`src/rtl/cfg_reg_arbiter_pkg.sv`:
```
// Shared definitions for the PWM/output configuration bank:
// register addresses, bank size and FSM encoding.
package cfg_pkg;

    localparam int NUM_CFG_REGS = 5;

    localparam logic [2:0] ADDR_EN_OUT_LO = 3'd0;
    localparam logic [2:0] ADDR_EN_OUT_HI = 3'd1;
    localparam logic [2:0] ADDR_EN_PWM_LO = 3'd2;
    localparam logic [2:0] ADDR_EN_PWM_HI = 3'd3;
    localparam logic [2:0] ADDR_DUTY      = 3'd4;

    localparam logic [0:0] ST_BOOT = 1'b0;
    localparam logic [0:0] ST_RUN  = 1'b1;

    typedef struct packed {
        logic       en;
        logic [2:0] addr;
        logic [7:0] data;
    } cfg_wr_t;

    function automatic logic addr_in_bank(input logic [2:0] addr);
        return addr < 3'(NUM_CFG_REGS);
    endfunction

endpackage

```
`src/rtl/cfg_reg_arbiter_if.sv`:
```
// Write-request bus shared by the SPI frame decoder (A) and the
// auxiliary ramp/test controller (B).
interface cfg_reg_arbiter_if;

    logic       a_valid;
    logic [2:0] a_addr;
    logic [7:0] a_data;
    logic       a_ready;

    logic       b_valid;
    logic [2:0] b_addr;
    logic [7:0] b_data;
    logic       b_ready;

    modport master (
        output a_valid, a_addr, a_data,
        output b_valid, b_addr, b_data,
        input  a_ready, b_ready
    );

    modport slave (
        input  a_valid, a_addr, a_data,
        input  b_valid, b_addr, b_data,
        output a_ready, b_ready
    );

endinterface

```
`src/rtl/cfg_reg_arbiter_rr_arb2.sv`:
```
// Two-requester round-robin arbiter; req[0]/grant[0] is requester A.
// ptr = 0 favours A under contention, 1 favours B.
module rr_arb2 (
    input  logic       clk,
    input  logic       rst_n,
    input  logic       en,
    input  logic [1:0] req,
    output logic [1:0] grant,
    output logic       ptr
);

    logic       r_ptr;
    logic [1:0] w_grant;

    always_comb begin
        w_grant = 2'b00;
        if (en) begin
            unique case (req)
                2'b01:   w_grant = 2'b01;
                2'b10:   w_grant = 2'b10;
                2'b11:   w_grant = r_ptr ? 2'b10 : 2'b01;
                default: w_grant = 2'b00;
            endcase
        end
    end

    // After a grant, priority passes to the requester that just lost.
    always_ff @(posedge clk or negedge rst_n) begin
        if (!rst_n) begin
            r_ptr <= 1'b0;
        end else if (w_grant[0]) begin
            r_ptr <= 1'b1;
        end else if (w_grant[1]) begin
            r_ptr <= 1'b0;
        end
    end

    assign grant = w_grant;
    assign ptr   = r_ptr;

endmodule

```
`src/rtl/cfg_reg_arbiter.sv`:
```
// PWM/output configuration bank: boot-loads defaults, then arbitrates
// single-register writes from two requesters.
//
//   state | meaning
//   BOOT  | one default written per cycle (idx 0..4), all requests stalled
//   RUN   | round-robin write arbitration, boot_done high
module cfg_reg_arbiter
    import cfg_pkg::*;
#(
    parameter logic [7:0] DEF_OUT_LO = 8'h00,
    parameter logic [7:0] DEF_OUT_HI = 8'h00,
    parameter logic [7:0] DEF_PWM_LO = 8'h00,
    parameter logic [7:0] DEF_PWM_HI = 8'h00,
    parameter logic [7:0] DEF_DUTY   = 8'h80
) (
    input  logic                    clk,
    input  logic                    rst_n,
    cfg_reg_arbiter_if.slave        bus,
    input  logic                    reload_defaults,
    input  logic                    addr_err_clr,
    output logic [7:0]              en_reg_out_7_0,
    output logic [7:0]              en_reg_out_15_8,
    output logic [7:0]              en_reg_pwm_7_0,
    output logic [7:0]              en_reg_pwm_15_8,
    output logic [7:0]              pwm_duty_cycle,
    output logic                    boot_done,
    output logic                    addr_err
);

    logic [0:0] r_state;
    logic [2:0] r_boot_idx;
    logic [7:0] r_regs [NUM_CFG_REGS];
    logic       r_addr_err;

    logic       w_run;
    logic       w_arb_en;
    logic [1:0] w_req;
    logic [1:0] w_grant;
    logic       w_unused_ptr;
    cfg_wr_t    w_wr;
    logic       w_err_set;
    logic [7:0] w_boot_val;

    assign w_run = (r_state == ST_RUN);

    // A reload pulse suppresses grants in the cycle it is seen.
    assign w_arb_en = w_run & ~reload_defaults;
    assign w_req    = {bus.b_valid, bus.a_valid};

    rr_arb2 u_arb (
        .clk   (clk),
        .rst_n (rst_n),
        .en    (w_arb_en),
        .req   (w_req),
        .grant (w_grant),
        .ptr   (w_unused_ptr)
    );

    assign bus.a_ready = w_grant[0];
    assign bus.b_ready = w_grant[1];

    always_comb begin
        w_wr = '0;
        if (w_grant[1]) begin
            w_wr.en   = 1'b1;
            w_wr.addr = bus.b_addr;
            w_wr.data = bus.b_data;
        end else if (w_grant[0]) begin
            w_wr.en   = 1'b1;
            w_wr.addr = bus.a_addr;
            w_wr.data = bus.a_data;
        end
    end

    assign w_err_set = w_wr.en & ~addr_in_bank(w_wr.addr);

    always_comb begin
        w_boot_val = 8'h00;
        unique case (r_boot_idx)
            ADDR_EN_OUT_LO: w_boot_val = DEF_OUT_LO;
            ADDR_EN_OUT_HI: w_boot_val = DEF_OUT_HI;
            ADDR_EN_PWM_LO: w_boot_val = DEF_PWM_LO;
            ADDR_EN_PWM_HI: w_boot_val = DEF_PWM_HI;
            ADDR_DUTY:      w_boot_val = DEF_DUTY;
            default:        w_boot_val = 8'h00;
        endcase
    end

    always_ff @(posedge clk or negedge rst_n) begin
        if (!rst_n) begin
            r_state    <= ST_BOOT;
            r_boot_idx <= 3'd0;
        end else begin
            unique case (r_state)
                ST_BOOT: begin
                    if (r_boot_idx == ADDR_DUTY) begin
                        r_state    <= ST_RUN;
                        r_boot_idx <= 3'd0;
                    end else begin
                        r_boot_idx <= r_boot_idx + 3'd1;
                    end
                end
                ST_RUN: begin
                    if (reload_defaults) begin
                        r_state    <= ST_BOOT;
                        r_boot_idx <= 3'd0;
                    end
                end
                default: begin
                    r_state    <= ST_BOOT;
                    r_boot_idx <= 3'd0;
                end
            endcase
        end
    end

    always_ff @(posedge clk or negedge rst_n) begin
        if (!rst_n) begin
            for (int i = 0; i < NUM_CFG_REGS; i++) begin
                r_regs[i] <= 8'h00;
            end
        end else if (!w_run) begin
            r_regs[r_boot_idx] <= w_boot_val;
        end else if (w_wr.en && addr_in_bank(w_wr.addr)) begin
            r_regs[w_wr.addr] <= w_wr.data;
        end
    end

    // Set beats clear so an error landing with a clear pulse is not lost.
    always_ff @(posedge clk or negedge rst_n) begin
        if (!rst_n) begin
            r_addr_err <= 1'b0;
        end else begin
            r_addr_err <= w_err_set | (r_addr_err & ~addr_err_clr);
        end
    end

    assign en_reg_out_7_0  = r_regs[ADDR_EN_OUT_LO];
    assign en_reg_out_15_8 = r_regs[ADDR_EN_OUT_HI];
    assign en_reg_pwm_7_0  = r_regs[ADDR_EN_PWM_LO];
    assign en_reg_pwm_15_8 = r_regs[ADDR_EN_PWM_HI];
    assign pwm_duty_cycle  = r_regs[ADDR_DUTY];
    assign boot_done       = w_run;
    assign addr_err        = r_addr_err;

endmodule

```
`src/flat_wrapper.sv`:
```
// flat-port wrapper written by rule: the top's interface ports become plain ports
module cfg_reg_arbiter_flat import cfg_pkg::*;
#(
    parameter logic [7:0] DEF_OUT_LO = 8'h00,
    parameter logic [7:0] DEF_OUT_HI = 8'h00,
    parameter logic [7:0] DEF_PWM_LO = 8'h00,
    parameter logic [7:0] DEF_PWM_HI = 8'h00,
    parameter logic [7:0] DEF_DUTY   = 8'h80
)
  (clk, rst_n, reload_defaults, addr_err_clr, en_reg_out_7_0, en_reg_out_15_8, en_reg_pwm_7_0, en_reg_pwm_15_8, pwm_duty_cycle, boot_done, addr_err, bus_a_valid, bus_a_addr, bus_a_data, bus_b_valid, bus_b_addr, bus_b_data, bus_a_ready, bus_b_ready);
  cfg_reg_arbiter_if bus_i ();
  input  logic clk;
  input  logic rst_n;
  input  logic reload_defaults;
  input  logic addr_err_clr;
  output logic [7:0] en_reg_out_7_0;
  output logic [7:0] en_reg_out_15_8;
  output logic [7:0] en_reg_pwm_7_0;
  output logic [7:0] en_reg_pwm_15_8;
  output logic [7:0] pwm_duty_cycle;
  output logic boot_done;
  output logic addr_err;
  input wire logic [$bits(bus_i.a_valid)-1:0] bus_a_valid;
  input wire logic [$bits(bus_i.a_addr)-1:0] bus_a_addr;
  input wire logic [$bits(bus_i.a_data)-1:0] bus_a_data;
  input wire logic [$bits(bus_i.b_valid)-1:0] bus_b_valid;
  input wire logic [$bits(bus_i.b_addr)-1:0] bus_b_addr;
  input wire logic [$bits(bus_i.b_data)-1:0] bus_b_data;
  output wire logic [$bits(bus_i.a_ready)-1:0] bus_a_ready;
  output wire logic [$bits(bus_i.b_ready)-1:0] bus_b_ready;
  assign bus_i.a_valid = bus_a_valid;
  assign bus_i.a_addr = bus_a_addr;
  assign bus_i.a_data = bus_a_data;
  assign bus_i.b_valid = bus_b_valid;
  assign bus_i.b_addr = bus_b_addr;
  assign bus_i.b_data = bus_b_data;
  assign bus_a_ready = bus_i.a_ready;
  assign bus_b_ready = bus_i.b_ready;
  cfg_reg_arbiter #(.DEF_OUT_LO(DEF_OUT_LO), .DEF_OUT_HI(DEF_OUT_HI), .DEF_PWM_LO(DEF_PWM_LO), .DEF_PWM_HI(DEF_PWM_HI), .DEF_DUTY(DEF_DUTY)) u_core (.clk(clk), .rst_n(rst_n), .bus(bus_i), .reload_defaults(reload_defaults), .addr_err_clr(addr_err_clr), .en_reg_out_7_0(en_reg_out_7_0), .en_reg_out_15_8(en_reg_out_15_8), .en_reg_pwm_7_0(en_reg_pwm_7_0), .en_reg_pwm_15_8(en_reg_pwm_15_8), .pwm_duty_cycle(pwm_duty_cycle), .boot_done(boot_done), .addr_err(addr_err));
endmodule
```
`config.mk`:
```
export PLATFORM = sky130hd
export DESIGN_NAME = cfg_reg_arbiter_flat
export DESIGN_NICKNAME = d
export VERILOG_FILES = /design/src/rtl/cfg_reg_arbiter_pkg.sv /design/src/rtl/cfg_reg_arbiter_if.sv /design/src/rtl/cfg_reg_arbiter_rr_arb2.sv /design/src/rtl/cfg_reg_arbiter.sv /design/src/flat_wrapper.sv
export SDC_FILE = /design/constraint.sdc
export NUM_CORES = 1
export LEC_CHECK = 0
export BUFFER_PORTS_ARGS = -buffer_cell sky130_fd_sc_hd__buf_2
export CELL_PAD_IN_SITES_DETAIL_PLACEMENT = 0
export CELL_PAD_IN_SITES_GLOBAL_PLACEMENT = 1
export CORE_AREA = 2 2 65 98
export DETAILED_ROUTE_END_ITERATION = 10
export DIE_AREA = 0 0 67 100
export PLACE_DENSITY = 0.84
export SLEW_MARGIN = 20
export SYNTH_ARGS = -nofsm -noshare
export SYNTH_HDL_FRONTEND = slang
export SYNTH_SLANG_ARGS = --single-unit
```
`constraint.sdc`:
```
create_clock -name clk -period 1.8 [get_ports clk]
set_input_delay 0.27 -clock clk [delete_from_list [all_inputs] [get_ports clk]]
set_output_delay 0.27 -clock clk [all_outputs]
set_load 0.03 [all_outputs]
```
# Yosys cells after proc, flatten, opt, wreduce, memory -nomap -nowiden

Index checks and enable logic that the tools add are counted.

Output and inout port bits: 44
Register bits after elaboration: 46

Reductions and logical operators: 4
Add/subtract/negate cells: 1
Order comparisons: 5
Eq/ne operators: 6
Bitwise operators: 10
Muxes and demuxes: 22

Operators with widths:

| cell                | number |
|---|---|
| $bwmux 40           | 2 |
| $mux 40             | 2 |
| $demux 8 s3         | 2 |
| $mux 12             | 2 |
| $mux 8              | 3 |
| $ge 4x4->1 const B  | 2 |
| $lt 4x1->1 const B  | 2 |
| $not 3->4           | 2 |
| $mux 3              | 2 |
| $pmux 2 s3          | 1 |
| $pmux 3 s2          | 1 |
| $eq 2x2->1 const B  | 2 |
| $mux 1              | 4 |
| $mux 2              | 2 |
| $ne 2x2->1 const B  | 2 |
| $not 1->1           | 4 |
| $add 3x1->3 const B | 1 |
| $and 1x1->1         | 3 |
| $eq 3x3->1 const B  | 1 |
| $logic_and 1x1->1   | 3 |
| $lt 3x3->1 const B  | 1 |
| $eq 2x1->1 const B  | 1 |
| $pmux 1 s2          | 1 |
| $reduce_bool 2->1   | 1 |
| $or 1x1->1          | 1 |

# Logic depth before layout (Yosys ltp)

Word-level depth: 13
Depth in mapped cells: 6

# Cells and area by module

From an unflattened synthesis, not the netlist that was laid out.

Cell total of the unflattened synthesis: 181
Area total of the unflattened synthesis: 2114.5 µm²

Modules (own cells, without submodules):

| module          | cells an instance | area each (µm²) | instances |
|---|---|---|---|
| cfg_reg_arbiter | 173               | 2053.2          | 1 |
| rr_arb2         | 8                 | 61.3            | 1 |

# Worst setup path after synthesis

Ideal clock, no wire load.

Path kind: register to register
Start point: reg u_core.r_state, in the netlist u_core.boot_done
End point: reg u_core.r_regs (netlist bit u_core.en_reg_out_7_0[0])
Slack: -0.029 ns
Path buffers: 1
Data arrival time: 1.749 ns
Cell stages (with the launch flop): 7
Required time: 1.719 ns
Library setup time: 0.081 ns
Cell sequence: dfrtp_1 > nand2b_4 > nor3_4 > buf_2 > o21ai_1 > nand3_2 > mux2i_1

RTL lines:

| element                                                        | line                          | RTL |
|---|---|---|
| from (decl)                                                    | cfg_reg_arbiter.sv:30         | `logic [0:0] r_state;` |
| from (signal assigned)                                         | cfg_reg_arbiter.sv:91         | `r_state <= ST_BOOT;` |
| from (signal assigned)                                         | cfg_reg_arbiter.sv:97         | `r_state <= ST_RUN;` |
| from (signal assigned)                                         | cfg_reg_arbiter.sv:105        | `r_state <= ST_BOOT;` |
| $and 1x1->1 *                                                  | cfg_reg_arbiter.sv:47         | `assign w_arb_en = w_run & ~reload_defaults;` |
| $mux 2 *                                                       | cfg_reg_arbiter_rr_arb2.sv:17 | `if (en) begin` |
| via bus_b_ready                                                | flat_wrapper.sv:30            | `output wire logic [$bits(bus_i.b_ready)-1:0] bus_b_ready;` |
| $mux 12 *                                                      | cfg_reg_arbiter.sv:64         | `if (w_grant[1]) begin` |
| $not 3->4 (implied by the code)                                | cfg_reg_arbiter.sv:125        | `r_regs[w_wr.addr] <= w_wr.data;` |
| $ge 4x4->1 (implied by the code) or $lt 4x1->1 (tied branches) | cfg_reg_arbiter.sv:125        |  |
| $logic_and 1x1->1 (implied by the code)                        | cfg_reg_arbiter.sv:125        |  |
| $mux 8 (implied by the code)                                   | cfg_reg_arbiter.sv:125        |  |
| $demux 8 s3                                                    | cfg_reg_arbiter.sv:125        |  |
| $bwmux 40                                                      | cfg_reg_arbiter.sv:125        |  |
| $mux 40                                                        | cfg_reg_arbiter.sv:124        | `end else if (w_wr.en && addr_in_bank(w_wr.addr)) begin` |
| $mux 40                                                        | cfg_reg_arbiter.sv:122        | `end else if (!w_run) begin` |
| to (signal, indexed assignment)                                | cfg_reg_arbiter.sv:123        | `r_regs[r_boot_idx] <= w_boot_val;` |
| to (signal, indexed assignment)                                | cfg_reg_arbiter.sv:125        |  |
| to (decl)                                                      | cfg_reg_arbiter.sv:32         | `logic [7:0] r_regs [NUM_CFG_REGS];` |

Mark *: on every way through the listed nets, which the timed path passes. The rest lies on a longest branch. The select of a mux whose other input is x is not followed.
A chain may end at the register's enable or synchronous reset.

# Worst setup path after layout

Start point: reg u_core.u_arb.r_ptr, in the netlist u_core.u_arb.ptr
End point: out bus_b_ready

Longest elaborated chain between the ends: 3

Ends and longest elaborated chain:

| element                | line                          | RTL |
|---|---|---|
| from (decl)            | cfg_reg_arbiter_rr_arb2.sv:12 | `logic r_ptr;` |
| from (signal assigned) | cfg_reg_arbiter_rr_arb2.sv:30 | `r_ptr <= 1'b0;` |
| from (signal assigned) | cfg_reg_arbiter_rr_arb2.sv:32 | `r_ptr <= 1'b1;` |
| from (signal assigned) | cfg_reg_arbiter_rr_arb2.sv:34 | `r_ptr <= 1'b0;` |
| $mux 2                 | cfg_reg_arbiter_rr_arb2.sv:21 | `2'b11: w_grant = r_ptr ? 2'b10 : 2'b01;` |
| $pmux 2 s3             | cfg_reg_arbiter_rr_arb2.sv:18 | `unique case (req)` |
| $mux 2                 | cfg_reg_arbiter_rr_arb2.sv:17 |  |
| to (decl)              | flat_wrapper.sv:30            |  |

No other way between the ends.

==> flow_summary.json <==
{
  "status": "finished clean",
  "hold_class": "in -> async",
  "reg2reg_to": "u_core.en_reg_out_15_8[3]$_DFFE_PN0P_",
  "synth_area_leaders": "dfrtp_1 53%, mux2i_1 12%, nand2_1 5.9%, a21oi_1 3.7%, o2bb2ai_1 2.8%",
  "grt_max_degree": 47,
  "path_clk_slew_ns": 0.09,
  "power.density_nw_per_um2": 1210,
  "cp-end-kind": "output port",
  "worstPathRequired_ns": 1.53,
  "start_util_pct": 36.4,
  "cp_max_fo": 11,
  "fillers": 599,
  "clockBufferDepth": 2,
  "synth.most_common_cell": "dfrtp_1",
  "worstSetupPathType": "reg -> out",
  "finalCriticalPeriod_ns": 1.78,
  "core.rowCount": 35,
  "finalCoreUtilization_pct": 49.4,
  "place_area_um2": 2730,
  "synth_edf_count": 0,
  "core_area_um2": 5960,
  "ys_seq_area_share_pct": 53.1,
  "crit_arrival_ns": 1.51,
  "period_share_pct": 98.7,
  "syn_inst": 201,
  "fin_total_pwr_mw": 3.57,
  "synth_cell_type_count": 36,
  "diodes": 0,
  "final_design_area_no_fill_um2": 2940,
  "synth_top_cell_by_area": "dfrtp_1",
  "maxSlewViolCount": 0,
  "vdd_ir_drop_max_mv": 0.759,
  "clk_latency_ns": 0.30,
  "finalSetupViolCount": 0,
  "wire_per_inst_um": 15.9,
  "portBuffers": 71,
  "cap_viol_max_count": 0,
  "grt_first_pass_wirelength_mm": 9.40,
  "gr-total-overflow": 0,
  "antenna_found_initial": 0,
  "firstDrtPassIters": 4,
  "maxSlewHeadroom_pct": 60.1,
  "crit_path_start_kind": "flip-flop",
  "ys_ff_latch": 46,
  "htreeDepth": 2,
  "tritoncts": "yes",
  "crit_path_end": "bus_b_ready",
  "syn_to_final_growth_pct": 35.8,
  "die_x_um": 67,
  "vias": 1878,
  "worst_pin_slew_ns": 0.599,
  "yosys_most_used_dff": "dfrtp_1",
  "syn_nets": 231,
  "drc_errors": 0,
  "syn_area_um2": 2170,
  "clock_skew_ns": 0.00529,
  "r2r_cells": 8,
  "cts.sinks": 46,
  "r2r_setup_slack_ns": 0.07,
  "gp_congestion": 0.827,
  "p_leak_nw": 1.55,
  "die_y_um": 100,
  "cts_buffers": 5,
  "drtIter0Drc": 108,
  "drive_gt1_share_pct": 39.3,
  "die_area_um2": 6700,
  "dp.cells": 357,
  "hold_viol": 0,
  "worstReg2RegStart": "u_core.u_arb.ptr$_DFFE_PN0P_",
  "nets": 324,
  "async_flop_share_pct": 100,
  "hold_slack_ns": 0.0445,
  "layout.cells.non_filler": 369,
  "fmax_ghz": 0.563,
  "yosys-top-cells-count": "46 x dfrtp_1, 34 x nand2_1, 26 x mux2i_1",
  "via_per_inst": 5.09,
  "routed_wl_mm": 5.86,
  "rsz0062_at_grt": "true",
  "ys_warn_count": 0,
  "dp_hpwl_mm": 4.34,
  "final_antenna_net_count": 0,
  "netlist.area_leader.share_pct": 53.1,
  "worstSetupStartpoint": "u_core.u_arb.ptr$_DFFE_PN0P_",
  "track_usage_pct": 19.1,
  "syn_area_per_cell_um2": 10.8,
  "ctsRootBufferMaster": "clkbuf_8",
  "ioPinCount": 72,
  "first_global_vias": 1863
}
## logic make-up (layout without fill, tap and decap cells)
kind of cell	after synthesis	in the layout	synth area share [%]
buffers and inverters	13	107	2.54
AND/OR/NAND/NOR	63	63	15.0
AO/OA/AOI/OAI	51	51	16.2
multiplexers	26	26	12.0
flip-flops	46	46	53.1
adder cells (fa/ha/maj)	2	2	1.15
## repair_timing
| item | in CTS | in global routing |
|---|---|---|
| pin swaps | 0 | 2 |
| setup buffers | 2 | 2 |
| hold buffers | 0 | 0 |
| resized for setup | 5 | 7 |
| setup endpoints to repair | 1 | 14 |
| hold endpoints to repair | 0 | 0 |
## worst max-delay path, cell delays in order (launching register included)
cell and delay [ns]:
dfrtp_1 0.39, buf_4 0.13, nor2b_4 0.05, nor3_4 0.22
buf_6 0.19, buf_2 0.21
## report_power, final
group	internal, mW	leakage, nW	switching, mW
clock	0.556	0.0683	0.372
sequential	1.20	0.630	0.144
combinational	0.452	0.847	0.850
total	2.20	1.55	1.37
## state kept, by name, summed over array words and instances, names as in the netlist
register	count
u_core.en_reg_pwm_15_8	8
u_core.en_reg_out_15_8	8
u_core.boot_done	1
u_core.en_reg_out_7_0	8
u_core.r_boot_idx	3
u_core.u_arb.ptr	1
u_core.en_reg_pwm_7_0	8
u_core.addr_err	1
u_core.pwm_duty_cycle	8
## stage by stage
stage	setup slack (ns)	TNS [ns]
floorplan	0.0773	0
global placement	0.116	0
detailed placement	0.0849	0
CTS	0.00844	0
global route	-0.0367	-0.0640
finish	0.0235	0
## cells in the final DEF (no fill, tap or decap), drive strengths merged, types with 7 or more instances in the layout
cell type  instances
a21oi             16
a22oi              9
buf               92
dfrtp             46
inv                7
mux2i             26
nand2             34
nor2              10
o21ai              7
o2bb2ai            7
## metal layers
layer  global-route usage (%)  vias up  part of all wire (%)
li1                         -      908                     -
met1                     23.9      922                    41
met2                     32.7       40                    54
met3                     3.14        8                   3.1
met4                     6.59        0                   2.1
met5                        0        -                     0
## final cells by class
cell class	count	area, µm²	share of cell area [%]
flip-flops and latches	46	1150	39.2
multi-input cells	142	991	33.7
repair buffers	92	543	18.5
well taps	74	92.6	3.15
clock buffers	5	68.8	2.34
clock inverters	3	68.8	2.34
inverters	7	26.3	0.893
## how the worst min path moves through the flow
stage | start | endpoint | slack [ns] | cells after the start
floorplan | rst_n | u_core.addr_err$_DFF_PN0_ | -0.03 | 0
global placement | rst_n | u_core.en_reg_pwm_15_8[2]$_DFFE_PN0P_ | 0.40 | 2
detailed placement | rst_n | u_core.en_reg_pwm_15_8[2]$_DFFE_PN0P_ | 0.40 | 2
CTS | rst_n | u_core.en_reg_pwm_15_8[0]$_DFFE_PN0P_ | 0.07 | 2
global route | rst_n | u_core.en_reg_pwm_15_8[2]$_DFFE_PN0P_ | 0.10 | 2
finish | rst_n | u_core.en_reg_out_7_0[1]$_DFFE_PN0P_ | 0.04 | 2
No activity file was read; power rests on OpenSTA's default activity.
